### src/rtl/dm_lsu_pkg.sv
// rtl/dm_lsu_pkg.sv - shared encodings and alignment check for the load/store unit
package dm_lsu_pkg;

    // Access size encodings as presented on the size port.
    localparam logic [1:0] SZ_BYTE = 2'b00;
    localparam logic [1:0] SZ_HALF = 2'b01;
    localparam logic [1:0] SZ_WORD = 2'b10;
    localparam logic [1:0] SZ_ILL  = 2'b11;

    typedef enum logic [1:0] {
        ST_IDLE  = 2'b00,
        ST_READ  = 2'b01,
        ST_WRITE = 2'b10,
        ST_RESP  = 2'b11
    } state_t;

    // An access is rejected when its size is illegal or its address is not
    // naturally aligned to that size.
    function automatic logic access_err(input logic [1:0] size, input logic [1:0] lsb);
        logic bad;
        case (size)
            SZ_BYTE: bad = 1'b0;
            SZ_HALF: bad = lsb[0];
            SZ_WORD: bad = (lsb != 2'b00);
            default: bad = 1'b1;
        endcase
        return bad;
    endfunction

endpackage

### src/rtl/dm_lane.sv
// rtl/dm_lane.sv - byte/halfword lane extract, extend and merge
//
// Purely combinational. Ports:
//   word       memory word being read (load) or modified (sub-word store)
//   size       access size (SZ_BYTE / SZ_HALF / SZ_WORD)
//   offset     byte offset within the word, little-endian lanes
//   sext       1 = sign-extend the extracted lane, 0 = zero-extend
//   store_data right-justified store data
//   load_data  extracted and extended lane (whole word for SZ_WORD)
//   merged     word with the target lane replaced (store_data for SZ_WORD)
module dm_lane
    import dm_lsu_pkg::*;
(
    input  logic [31:0] word,
    input  logic [1:0]  size,
    input  logic [1:0]  offset,
    input  logic        sext,
    input  logic [31:0] store_data,
    output logic [31:0] load_data,
    output logic [31:0] merged
);

    logic [7:0]  lane_byte;
    logic [15:0] lane_half;

    always_comb begin
        lane_byte = word[{offset, 3'b000} +: 8];
        lane_half = offset[1] ? word[31:16] : word[15:0];
        load_data = word;
        merged    = store_data;
        case (size)
            SZ_BYTE: begin
                load_data = {{24{sext & lane_byte[7]}}, lane_byte};
                merged    = word;
                merged[{offset, 3'b000} +: 8] = store_data[7:0];
            end
            SZ_HALF: begin
                load_data = {{16{sext & lane_half[15]}}, lane_half};
                merged    = word;
                merged[{offset[1], 4'b0000} +: 16] = store_data[15:0];
            end
            default: begin
                load_data = word;
                merged    = store_data;
            end
        endcase
    end

endmodule

### src/rtl/dm_lsu.sv
// rtl/dm_lsu.sv - load/store unit in front of the word-wide data memory
//
// Ports:
//   clk, rst           clock (rising edge), asynchronous active-high reset
//   req/wr/size/sext   request strobe and attributes, sampled only while ready
//   addr, wdata        byte address and right-justified store data
//   ready              unit idle; a request presented now is accepted
//   done, err          one-cycle completion pulse and its error flag
//   rdata              last successful load result
//   dm_addr/dm_din/dm_we  word address, write data and write enable to memory
//   dm_dout            combinational read data from memory
module dm_lsu
    import dm_lsu_pkg::*;
#(
    parameter int ADDR_LSB = 2,
    parameter int ADDR_MSB = 11
) (
    input  logic                         clk,
    input  logic                         rst,
    input  logic                         req,
    input  logic                         wr,
    input  logic [1:0]                   size,
    input  logic                         sext,
    input  logic [31:0]                  addr,
    input  logic [31:0]                  wdata,
    output logic                         ready,
    output logic                         done,
    output logic                         err,
    output logic [31:0]                  rdata,
    output logic [ADDR_MSB-ADDR_LSB:0]   dm_addr,
    output logic [31:0]                  dm_din,
    output logic                         dm_we,
    input  logic [31:0]                  dm_dout
);

    state_t              state_q, state_d;
    logic                wr_q;
    logic [1:0]          size_q;
    logic                sext_q;
    logic [ADDR_MSB:0]   addr_q;
    logic [31:0]         wdata_q;
    logic                err_q;
    logic [31:0]         word_q;

    logic [31:0]         lane_word;
    logic [31:0]         load_data;
    logic [31:0]         merged;
    logic                accept;
    logic                unused_addr_hi;

    // Address bits above the memory window play no part in the access.
    assign unused_addr_hi = ^addr[31:ADDR_MSB+1];

    assign accept = (state_q == ST_IDLE) && req;

    // In READ the lane logic looks straight at the memory port so the load
    // result is registered in the same edge that captures the word; in WRITE
    // it works on the captured word to build the merged store word.
    assign lane_word = (state_q == ST_READ) ? dm_dout : word_q;

    dm_lane u_lane (
        .word       (lane_word),
        .size       (size_q),
        .offset     (addr_q[1:0]),
        .sext       (sext_q),
        .store_data (wdata_q),
        .load_data  (load_data),
        .merged     (merged)
    );

    always_ff @(posedge clk or posedge rst) begin
        if (rst) begin
            state_q <= ST_IDLE;
        end else begin
            state_q <= state_d;
        end
    end

    always_comb begin
        state_d = state_q;
        ready   = 1'b0;
        done    = 1'b0;
        err     = 1'b0;
        dm_we   = 1'b0;
        dm_din  = 32'h0;
        case (state_q)
            ST_IDLE: begin
                ready = 1'b1;
                if (req) begin
                    if (access_err(size, addr[1:0])) begin
                        state_d = ST_RESP;
                    end else if (!wr || (size != SZ_WORD)) begin
                        state_d = ST_READ;
                    end else begin
                        state_d = ST_WRITE;
                    end
                end
            end
            ST_READ: begin
                state_d = wr_q ? ST_WRITE : ST_RESP;
            end
            ST_WRITE: begin
                dm_we   = 1'b1;
                dm_din  = merged;
                state_d = ST_RESP;
            end
            ST_RESP: begin
                done    = 1'b1;
                err     = err_q;
                state_d = ST_IDLE;
            end
            default: begin
                state_d = ST_IDLE;
            end
        endcase
    end

    // The address is driven from the latched request in every state so it
    // never follows req directly.
    assign dm_addr = addr_q[ADDR_MSB:ADDR_LSB];

    always_ff @(posedge clk or posedge rst) begin
        if (rst) begin
            wr_q    <= 1'b0;
            size_q  <= SZ_BYTE;
            sext_q  <= 1'b0;
            addr_q  <= '0;
            wdata_q <= 32'h0;
            err_q   <= 1'b0;
            word_q  <= 32'h0;
            rdata   <= 32'h0;
        end else begin
            if (accept) begin
                wr_q    <= wr;
                size_q  <= size;
                sext_q  <= sext;
                addr_q  <= addr[ADDR_MSB:0];
                wdata_q <= wdata;
                err_q   <= access_err(size, addr[1:0]);
            end
            if (state_q == ST_READ) begin
                word_q <= dm_dout;
                if (!wr_q) begin
                    rdata <= load_data;
                end
            end
        end
    end

endmodule

### config.mk
export PLATFORM = sky130hd
export DESIGN_NAME = dm_lsu
export DESIGN_NICKNAME = d
export VERILOG_FILES = /design/src/rtl/dm_lsu_pkg.sv /design/src/rtl/dm_lane.sv /design/src/rtl/dm_lsu.sv
export SDC_FILE = /design/constraint.sdc
export NUM_CORES = 1
export LEC_CHECK = 0
export ABC_AREA = 0
export BUFFER_PORTS_ARGS = -buffer_cell sky130_fd_sc_hd__buf_2
export CORE_ASPECT_RATIO = 0.75
export CORE_MARGIN = 3
export CORE_UTILIZATION = 48
export CTS_CLUSTER_DIAMETER = 30
export DETAILED_ROUTE_END_ITERATION = 8
export GPL_TIMING_DRIVEN = 0
export PLACE_DENSITY = 0.81
export SLEW_MARGIN = 20
export SYNTH_ARGS = -nofsm -noshare
export SYNTH_HDL_FRONTEND = slang
export SYNTH_SLANG_ARGS = --single-unit
### constraint.sdc
create_clock -name clk -period 3.55 [get_ports clk]
set_clock_uncertainty 0.15 [all_clocks]
set_input_delay 0.5325 -clock clk [delete_from_list [all_inputs] [get_ports clk]]
set_output_delay 0.5325 -clock clk [all_outputs]
set_load 0.1 [all_outputs]
# [After elaboration in Yosys (flattened, before gate mapping)]
# Index checks and enable logic that the tools add are counted.
[word_totals] wordCells=54 reg_bits=115 output_inout_bits=78 inputBits=103
[op_classes] bitwise=3 shifts=5 muxes=19 add_sub_neg=2 reduce_logical=8 eq_ne=8
[op_table] op="$pmux 32 s2" n=2
[op_table] op="$bwmux 32" n=2
[op_table] op="$mux 32" n=2
[op_table] op="$shift 16x7->32 const A" n=1
[op_table] op="$shift 8x7->32 const A" n=1
[op_table] op="$shiftx 16x7->32" n=1
[op_table] op="$shiftx 32x6->8" n=1
[op_table] op="$shiftx 8x7->32" n=1
[op_table] op="$mux 16" n=1
[op_table] op="$neg 5->7" n=2
[op_table] op="$pmux 2 s4" n=1
[op_table] op="$mux 1" n=7
[op_table] op="$eq 2x1->1 const B" n=3
[op_table] op="$eq 2x2->1 const B" n=3
[op_table] op="$logic_not 2->1" n=3
[op_table] op="$mux 2" n=3
[op_table] op="$ne 2x2->1 const B" n=2
[op_table] op="$pmux 1 s3" n=1
[op_table] op="$and 1x1->1" n=2
[op_table] op="$reduce_and 2->1" n=1
[op_table] op="$reduce_bool 2->1" n=1
[op_table] op="$logic_and 1x1->1" n=1
[op_table] op="$logic_not 1->1" n=1
[op_table] op="$logic_or 1x1->1" n=1
[op_table] op="$not 1->1" n=1

# [Depth between registers and ports, before layout]
# Gate-level depths: netlist of run 1.
[depth] depth_word=7 depth_mapped=11 mapped_depth_nobuf=7

# [By module]
# From an unflattened synthesis of run 1, not the netlist that was laid out.
[unflattened] cells_unflattened=565 area_unflattened_um2=6661.4
[modules_own_cells] mod="dm_lsu" seq_area_each_um2=2877.8 area_per_inst_um2=4830.9 n_inst=1 cells_per_inst=311
[modules_own_cells] mod="dm_lane" seq_area_each_um2=0.0 area_per_inst_um2=1830.5 n_inst=1 cells_per_inst=254

# [Least setup slack after synthesis of run 1]
# Ideal clock, no wire load.
[synth_timing] kind="reg2out" start="reg addr_q[1]" end="out dm_din[24]" path_buffers=5 path_stages_with_launch=12 setup_slack_ns=-1.789 arrival_ns=4.657 required_time_ns=2.867 cell_sequence="dfrtp_1 -> buf_2 -> inv_1 -> buf_2 -> buf_2 -> buf_2 -> ha_1 -> nor4bb_1 -> clkbuf_1 -> a221oi_1 -> a211o_1 -> a21boi_0"
[synth_between] elab_chain_cells=5 elab_cells_between_ends=10 cone_classes="add/sub: 2; shift: 4; mux: 4"
[synth_lines] item="start: declaration" line="dm_lsu.sv:40" rtl="logic [ADDR_MSB:0] addr_q;"
[synth_lines] item="start signal: assignment" line="dm_lsu.sv:137" rtl="addr_q <= addr[ADDR_MSB:0];"
[synth_lines] item="$neg 5->7 (on tied branches)" line="dm_lane.sv:40, dm_lane.sv:35"
[synth_lines] item="$shiftx 16x7->32, or another cell as far along" line="dm_lane.sv:40" rtl="merged[{offset[1], 4'b0000} +: 16] = store_data[15:0];"
[synth_lines] item="$bwmux 32 (on tied branches)" line="dm_lane.sv:40, dm_lane.sv:35"
[synth_lines] item="$pmux 32 s2 (*)" line="dm_lane.sv:31" rtl="case (size)"
[synth_lines] item="$mux 32 (*)" line="dm_lsu.sv:86" rtl="case (state_q)"
[synth_lines] item="end: declaration" line="dm_lsu.sv:31" rtl="output logic [31:0] dm_din,"
# Mark *: on every way between the ends. The rest lies on a longest branch, timed or not.

# [Worst setup path in the final report of run 1]
[layout_timing] start="reg state_q[1]" end="out dm_din[14]"
[layout_between] elab_chain_cells=5 elab_cells_between_ends=7 cone_classes="eq/ne: 2; mux: 5"
[layout_lines] item="start: declaration" line="dm_lsu.sv:36" rtl="state_t state_q, state_d;"
[layout_lines] item="start signal: assignment" line="dm_lsu.sv:75" rtl="state_q <= state_d;"
[layout_lines] item="$eq 2x1->1 (*)" line="dm_lsu.sv:59" rtl="assign lane_word = (state_q == ST_READ) ? dm_dout : word_q;"
[layout_lines] item="$mux 32 (*)"
[layout_lines] item="net lane_word[14]" line="dm_lsu.sv:45" rtl="logic [31:0] lane_word;"
[layout_lines] item="$bwmux 32 (on tied branches)" line="dm_lane.sv:40, dm_lane.sv:35"
[layout_lines] item="$pmux 32 s2 (*)" line="dm_lane.sv:31"
[layout_lines] item="$mux 32 (*)" line="dm_lsu.sv:86"
# The timed path passes the listed nets; every way through them passes the cells marked *.

==> out/results.txt, run 1 <==
status: complete, no violations
Initial Utilization: 49.4%
Hold Path Class: input port to asynchronous set/reset pin
fin crit share: 99.3%
H-tree Lvls: 4
first-pass GRT wire length: 35600 um
Simple-Gate Fraction of Synth Area: 6.98%
GRT Total Usage: 31.1%
post-layout util: 69.9%
final count of hold timing violations: 0
maximum clock path buffer count: 2
share of layout cells above drive strength 1: 46.3%
RSZ-0062 raised after global routing: true
Worst Tran Pin Value: 0.805 ns
CORE AREA: 13100 um2
largest net degree at the start of global routing: 34
final net count: 944
total grt overflow: 0
latest clock arrival within the worst-skew pair: 0.42 ns
Routed Antenna Nets: 0
syn_nets: 755
Initial DRC Count: 753
Layout fillers: 939
combinational family with the most area after synthesis: compound AO/OA/AOI/OAI gates
Worst Setup Start Kind: flip-flop
routed vias/inst: 6.26
FF-to-FF setup slack: 0.57 ns
Post-synth top flop: dfrtp_1
GP Congestion: 0.953
Max Freq: 0.284 GHz
sequential fraction of the synthesis area: 44.5%
Reg clk slew, reported paths: 0.06 ns
Layout Cells excl Fill: 1016
synthesized area per cell: 10.1 um2
Yosys reg bits: 115
crit path time final: 3.52 ns
WL met1: 9490 um
crit-path max FO: 10
final slew viol count: 0
largest cells by area after synthesis: dfrtp_1, mux2_2, o21ai_0, a221oi_1, mux2i_1
synthesized area: 6470 um2
met2 routed WL: 10200 um
initial antenna violation count: 0
via count: 6363
Ports: 181
synthesis warning total: 0
crit end category: output port
Post-Synth Adder-Cell Area: 1.74%
Worst EP arrival: 2.84 ns
WL/cell: 22.8 um
commonest cells in the netlist: dfrtp_1, mux2_2, o21ai_0, a21oi_1
asr flop ratio synth: 100%
EDFF count, synth: 0
relative slew slack: 46.3%
DR top layer: met4
crit path kind: flip-flop to output port
die width: 140 um
final setup violation count: 0
Rows: 36
Max-cap violations: 0
die area: 14900 um2
Worst EP required: 2.87 ns
Die Height: 107 um
diode count: 0
mux contribution to synthesized area: 16.7%
root buffer cell: clkbuf_16
Syn Inst Count: 643
WL met3: 2870 um
vias in the first global route: 6224
post-synth cell types: 46
Layout area overhead: 41.5%
Yosys top cell by area: dfrtp_1
hpwl dp: 16000 um
CTS Sinks: 115
drt pass-1 iters: 6
Port Buffer Count: 160
DRC violations left: 0
CTS tree: yes
Synth top area share: 44.5%
top-count cell post-synth: dfrtp_1
dpl cells: 977
compound-cell area share of the yosys netlist: 23.5%
CTS buffer count: 17
post-synthesis xor/xnor area fraction: 0%
drt total wl: 23100 um
flip-flops by register name, indices dropped and copies added, names as in the netlist:
signal   cells
wdata_q     32
err_q        1
word_q      32
rdata       32
sext_q       1
wr_q         1
state_q      2
size_q       2
addr_q      12
cells by family (layout without fill, tap and decap cells):
logic type | after synthesis | in the layout
compound gates | 224 | 224
fa+ha+maj | 9 | 9
buf+inv | 98 | 300
flops | 115 | 115
mux | 95 | 95
simple gates | 102 | 102
cell usage in the layout, fill, tap and decap left out, types with 6 or more instances in the layout:
cell type,n
a211oi_1,12
a211oi_4,6
a21oi_1,37
a21oi_2,10
a21oi_4,6
a221o_1,6
a221oi_1,16
a221oi_4,8
a22oi_1,7
buf_12,16
buf_2,130
buf_4,32
buf_6,10
clkbuf_1,27
clkbuf_16,17
dfrtp_1,114
ha_1,6
inv_1,31
mux2_2,68
mux2i_1,8
mux2i_4,12
nand2_1,40
nor2_1,31
nor2_4,8
o21ai_0,40
o21ai_1,14
o22ai_1,20
o2bb2ai_1,8
or2_2,6
metal layers:
layer / global-route usage (%) / vias to the layer above
met3: 8.99 / 63
li1: - / 2743
met5: 0 / -
met2: 46.4 / 462
met1: 43.7 / 3095
met4: 10.1 / 0
what timing repair did:
item                                    4_1_cts  5_1_grt
pin swaps                                     5        6
hold endpoints to repair                      0        0
gates resized for setup                     113       49
buffers inserted                              8        1
hold buffers                                  0        0
endpoints found under the setup margin       32       30
per-stage QoR:
stage | TNS (ns) | instance area (um2) | hold WS, ns | setup WS, ns
after floorplan | -0.121 | 6890 | 0.292 | -0.0243
after global placement | -8.53 | 7910 | 0.304 | -0.558
after detailed placement | -8.47 | 7970 | 0.317 | -0.505
after CTS | -0.0163 | 8970 | 0.0337 | -0.0105
after global routing | -0.104 | 9160 | 0.0663 | -0.0378
final | 0 | 9160 | 0.0284 | 0.0254
final timing paths:
check                                            start                       to  depth (start not counted)
worst max-delay path            state_q[1]$_DFFE_PP0P_               dm_din[14]                         10
worst max register to register  state_q[1]$_DFFE_PP0P_    rdata[23]$_DFFE_PP0P_                          9
min in group clk                             wdata[22]  wdata_q[22]$_DFFE_PP0P_                          2
worst min-delay path                               rst  wdata_q[20]$_DFFE_PP0P_                          2
worst min register to register       err_q$_DFFE_PP0P_        err_q$_DFFE_PP0P_                          1
max in group asynchronous                          rst     word_q[13]$_DFF_PP0_                          4
worst max-delay path, cell delays in order (launching register included):
cell      delay (ns)
dfrtp_1         0.39
inv_1           0.11
ha_1            0.21
buf_6           0.18
buf_8           0.19
buf_12          0.21
mux2i_4         0.28
inv_1           0.13
a221oi_1        0.35
nor2_2          0.10
buf_4           0.25
final cells by class:
type                       instances  area (um2)  area share [%]
multi-input combinational        430        3800            41.5
tap                              171         214            2.34
clock inverter                    13         136            1.49
clock buffer                      19         443            4.84
timing repair buffer             172        1180            12.9
buffer                            57         348            3.80
inverter                          39         154            1.68
sequential                       115        2880            31.4
Power of run 1 is left out: the tool's default activity adds up to more than one toggle a clock period on the data nets, which glitch-free logic cannot reach.
==> run 2, diff against run 1 <==
clock period = 3 ns   (was 3.55 ns; I/O delays follow)
==> run 2 against run 1 <==
Against the previous run:
- the run now ends with setup timing left
- clock-buffer cell count is 3 higher
- die area is the same
- flip-flop and latch count is the same
- highest routed layer unchanged
- core utilization grew 6.9 points
- setup slack got worse by 0.22 ns
- critical path type unchanged
- via count rose by 3.2%
- routed wire length up 9.0%
- sequential share of layout area is 2.8 points lower
==> out/results.txt, run 2 (synthesized netlist as in run 1, its figures left out) <==
DRC violations left: 0
Hold Path Class: input port to flip-flop
final net count: 972
Layout fillers: 788
Layout area overhead: 55.5%
largest registers: rdata: 32 flops, wdata_q: 32 flops, word_q: 32 flops
diode count: 0
crit-path max FO: 5
CP max stage cell: dfrtp_1
most frequent cells in the layout: buf_2, dfrtp_1, mux2_2
Routed Antenna Nets: 0
Crit path max-delay family: buffers and inverters
drt pass-1 iters: 5
crit path time final: 3.19 ns
largest net degree at the start of global routing: 35
Slowest Stage Delay on Critical Path: 0.39 ns
post-layout util: 76.8%
Worst EP required: 2.40 ns
maximum clock path buffer count: 2
status: complete, but fails checks
Reg clk slew, reported paths: 0.05 ns
Layout Cells excl Fill: 1044
Final WS setup: -0.194 ns
via count: 6566
CP cell instances: buf_6 -> inv_8 -> buf_12 -> ha_4 -> nor4bb_4 -> buf_6 -> a221oi_2 -> a211o_1 -> a21boi_4 -> buf_12
final count of hold timing violations: 0
RSZ-0062 raised after global routing: true
CORE AREA: 13100 um2
crit end category: output port
share of layout cells above drive strength 1: 52.0%
first-pass GRT wire length: 37200 um
die area: 14900 um2
Rows: 36
root buffer cell: clkbuf_16
CTS Sinks: 115
Worst EP arrival: 2.59 ns
Max-cap violations: 0
Die Height: 107 um
fin crit share: 106%
CTS buffer count: 17
total grt overflow: 0
Hold Slack: 0.110 ns
routed vias/inst: 6.29
drt total wl: 25200 um
Initial Utilization: 49.4%
final setup violation count: 28
initial antenna violation count: 0
Worst Tran Pin Value: 0.743 ns
WL/cell: 24.2 um
crit path kind: flip-flop to output port
violated checks: setup timing
H-tree Lvls: 4
GRT Total Usage: 32.6%
Initial DRC Count: 833
relative slew slack: 50.5%
dpl cells: 977
Max Freq: 0.313 GHz
vias in the first global route: 6486
CTS tree: yes
Port Buffer Count: 160
hpwl dp: 16200 um
WP buf/inv: 5
final slew viol count: 0
commonest non-fill, non-tap cell in the layout: buf_2
setup TNS: -2.33 ns
GP Congestion: 0.976
Worst Setup Start Kind: flip-flop
die width: 140 um
Ports: 181
latest clock arrival within the worst-skew pair: 0.41 ns
-- run 2: area by class of cell --
cell class	count	area [um2]	area share, %
Sequential cell	115	2880	28.6
Multi-Input combinational cell	430	4070	40.4
Inverter	39	178	1.77
Tap cell	171	214	2.13
Clock buffer	22	454	4.51
Clock inverter	10	180	1.79
Buffer	56	374	3.72
Timing Repair Buffer	201	1710	17.0
-- run 2: worst reg2reg max path, delay by kind of cell (launching register included) --
kind	cells	cell delay (ns)
adders and majority gates	1	0.15
AOI/OAI and AO/OA	2	0.38
buffers and inverters	6	0.81
muxes	2	0.92
DFF	1	0.39
-- run 2: metrics by stage --
step | cell area, um2 | worst slack, ns
after global routing | 10100 | -0.243
final | 10100 | -0.194
after detailed placement | 8050 | -0.840
after global placement | 7990 | -0.816
after CTS | 9630 | -0.476
after floorplan | 6980 | -0.321
-- run 2: metal layers --
layer | share of wire, % | track usage (%) | vias up
li1 | - | - | 2798
met1 | 39 | 44.5 | 3206
met2 | 45 | 48.8 | 488
met3 | 13 | 11.3 | 74
met4 | 2.6 | 10.8 | 0
met5 | 0 | 0 | -
-- run 2: what timing repair did --
item,4_1_cts,5_1_grt
gates resized for setup,196,88
cloned,1,1
pin swaps,14,18
endpoints found under the hold margin,22,0
setup endpoints to repair,36,42
setup buffers,17,18
hold buffers,1,0
-- run 2: path summary, 6_finish.rpt --
check / slack (ns) / to / cells past startpoint / from
min: 0.11 / addr_q[6]$_DFFE_PP0P_ / 2 / addr[6]
min reg2reg: 0.35 / err_q$_DFFE_PP0P_ / 1 / err_q$_DFFE_PP0P_
max reg2reg: 0.09 / rdata[17]$_DFFE_PP0P_ / 11 / state_q[1]$_DFFE_PP0P_
min in group asynchronous: 0.50 / addr_q[11]$_DFFE_PP0P_ / 3 / rst
max: -0.19 / dm_din[24] / 10 / addr_q[1]$_DFFE_PP0P_
max in group asynchronous: 1.42 / word_q[26]$_DFF_PP0_ / 5 / rst
Power of run 2 is left out for the same reason.
==> run 3, diff against run 2 <==
CORE_UTILIZATION = 53   (was 48)
PLACE_DENSITY = 0.85   (was 0.81)
clock period = 3.53 ns   (was 3 ns; I/O delays follow)
==> run 3 against run 2 <==
Against the previous run:
- the flow now finishes without violations
- clock-buffer cell count is 4 lower
- die area is 9.0% lower
- setup slack better by 0.24 ns
- critical path depth is 5 lower
- core utilization is 2.6 points higher
- highest routed layer unchanged
==> out/results.txt, run 3 (synthesized netlist as in run 1, its figures left out) <==
status: complete, no violations
largest net degree at the start of global routing: 37
most frequent cells in the layout: buf_2, dfrtp_1, mux2_2
RR Startpoint: state_q[1]$_DFFE_PP0P_
crit end category: output port
CORE AREA: 11700 um2
Initial DRC Count: 924
Hold Path Class: input port to asynchronous set/reset pin
CP max stage cell: clkbuf_1
drt total wl: 25400 um
Routed Antenna Nets: 0
vias in the first global route: 6679
dpl cells: 968
WP buf/inv: 4
Slowest Stage Delay on Critical Path: 0.54 ns
CP cell instances: clkbuf_1 -> clkbuf_1 -> clkbuf_2 -> a211oi_4 -> clkbuf_4
total grt overflow: 0
Final WS setup: 0.0421 ns
Max-cap violations: 0
largest registers: rdata: 32 flops, wdata_q: 32 flops, word_q: 32 flops
crit path kind: flip-flop to output port
FF-to-FF setup slack: 0.50 ns
final count of hold timing violations: 0
commonest non-fill, non-tap cell in the layout: buf_2
Worst EP required: 2.85 ns
drt pass-1 iters: 5
die area: 13600 um2
Layout area overhead: 43.9%
most used cell, CP: clkbuf_1
Worst EP arrival: 2.81 ns
crit path time final: 3.49 ns
hpwl dp: 17400 um
die width: 134 um
Crit path max-delay family: buffers and inverters
via count: 6579
DRC violations left: 0
share of layout cells above drive strength 1: 47.6%
relative slew slack: 25.1%
WL/cell: 25.1 um
Hold Slack: 0.0381 ns
CTS tree: yes
latest clock arrival within the worst-skew pair: 0.43 ns
Port Buffer Count: 160
root buffer cell: clkbuf_16
routed vias/inst: 6.50
CTS Hold Buffers Added: 0
GRT Total Usage: 37.7%
R2R depth: 9
CTS Sinks: 115
Worst Setup Start Kind: flip-flop
Initial Utilization: 55.1%
initial antenna violation count: 0
Die Height: 102 um
H-tree Lvls: 4
Ports: 181
maximum clock path buffer count: 2
Setup WS pre-CTS: -0.762 ns
diode count: 0
Worst Tran Pin Value: 1.12 ns
final instance area: 9320 um2
Rows: 34
crit-path max FO: 10
first-pass GRT wire length: 38400 um
GP Congestion: 0.950
Layout Cells excl Fill: 1012
fin crit share: 98.8%
final slew viol count: 0
worst reg2reg path endpoint: rdata[29]$_DFFE_PP0P_
Max Freq: 0.287 GHz
final setup violation count: 0
CTS buffer count: 17
final net count: 949
Reg clk slew, reported paths: 0.06 ns
placed cell area: 7970 um2
-- run 3: worst max-delay path by stage --
stage	start	to	slack, ns	cells past startpoint
after floorplan	addr_q[1]$_DFFE_PP0P_	dm_din[11]	-0.01	10
after global placement	addr_q[1]$_DFFE_PP0P_	dm_din[6]	-0.76	11
after detailed placement	addr_q[1]$_DFFE_PP0P_	dm_din[6]	-0.76	11
after CTS	addr_q[1]$_DFFE_PP0P_	dm_din[23]	0.004	12
after global routing	addr_q[1]$_DFFE_PP0P_	dm_din[27]	-0.004	12
final	size_q[0]$_DFFE_PP0P_	dm_din[10]	0.04	5
-- run 3: cell type report --
class | instances | area [um2]
Buffer | 57 | 378
Clock buffer | 18 | 439
Clock inverter | 14 | 201
Fill cell | 683 | 2430
Inverter | 39 | 159
Multi-Input combinational cell | 430 | 3850
Sequential cell | 115 | 2880
Tap cell | 162 | 203
Timing Repair Buffer | 177 | 1210
-- run 3: through the flow --
| stage | setup TNS (ns) | utilization [%] |
|---|---|---|
| floorplan | -0.0749 | - |
| global placement | -11.04 | 67.3 |
| detailed placement | -11.92 | 67.9 |
| CTS | 0 | 78.0 |
| global route | -0.00385 | 79.3 |
| finish | 0 | 79.3 |
-- run 3: timing repair --
item | CTS | global route
buffers inserted | 9 | 5
setup endpoints to repair | 32 | 29
hold endpoints to repair | 0 | 0
pin swaps | 7 | 7
resized for setup | 140 | 34
-- run 3: metal layers --
layer  routed length [um]  part of all wire (%)  vias up  track usage (%)
met2                11700                    46      508             59.5
li1                     -                     -     2752                -
met3                 2840                    11      115             10.4
met5                    0                     0        -                0
met4                 1160                   4.6        0             17.4
met1                 9770                    38     3204             49.2
Power of run 3 is left out for the same reason.
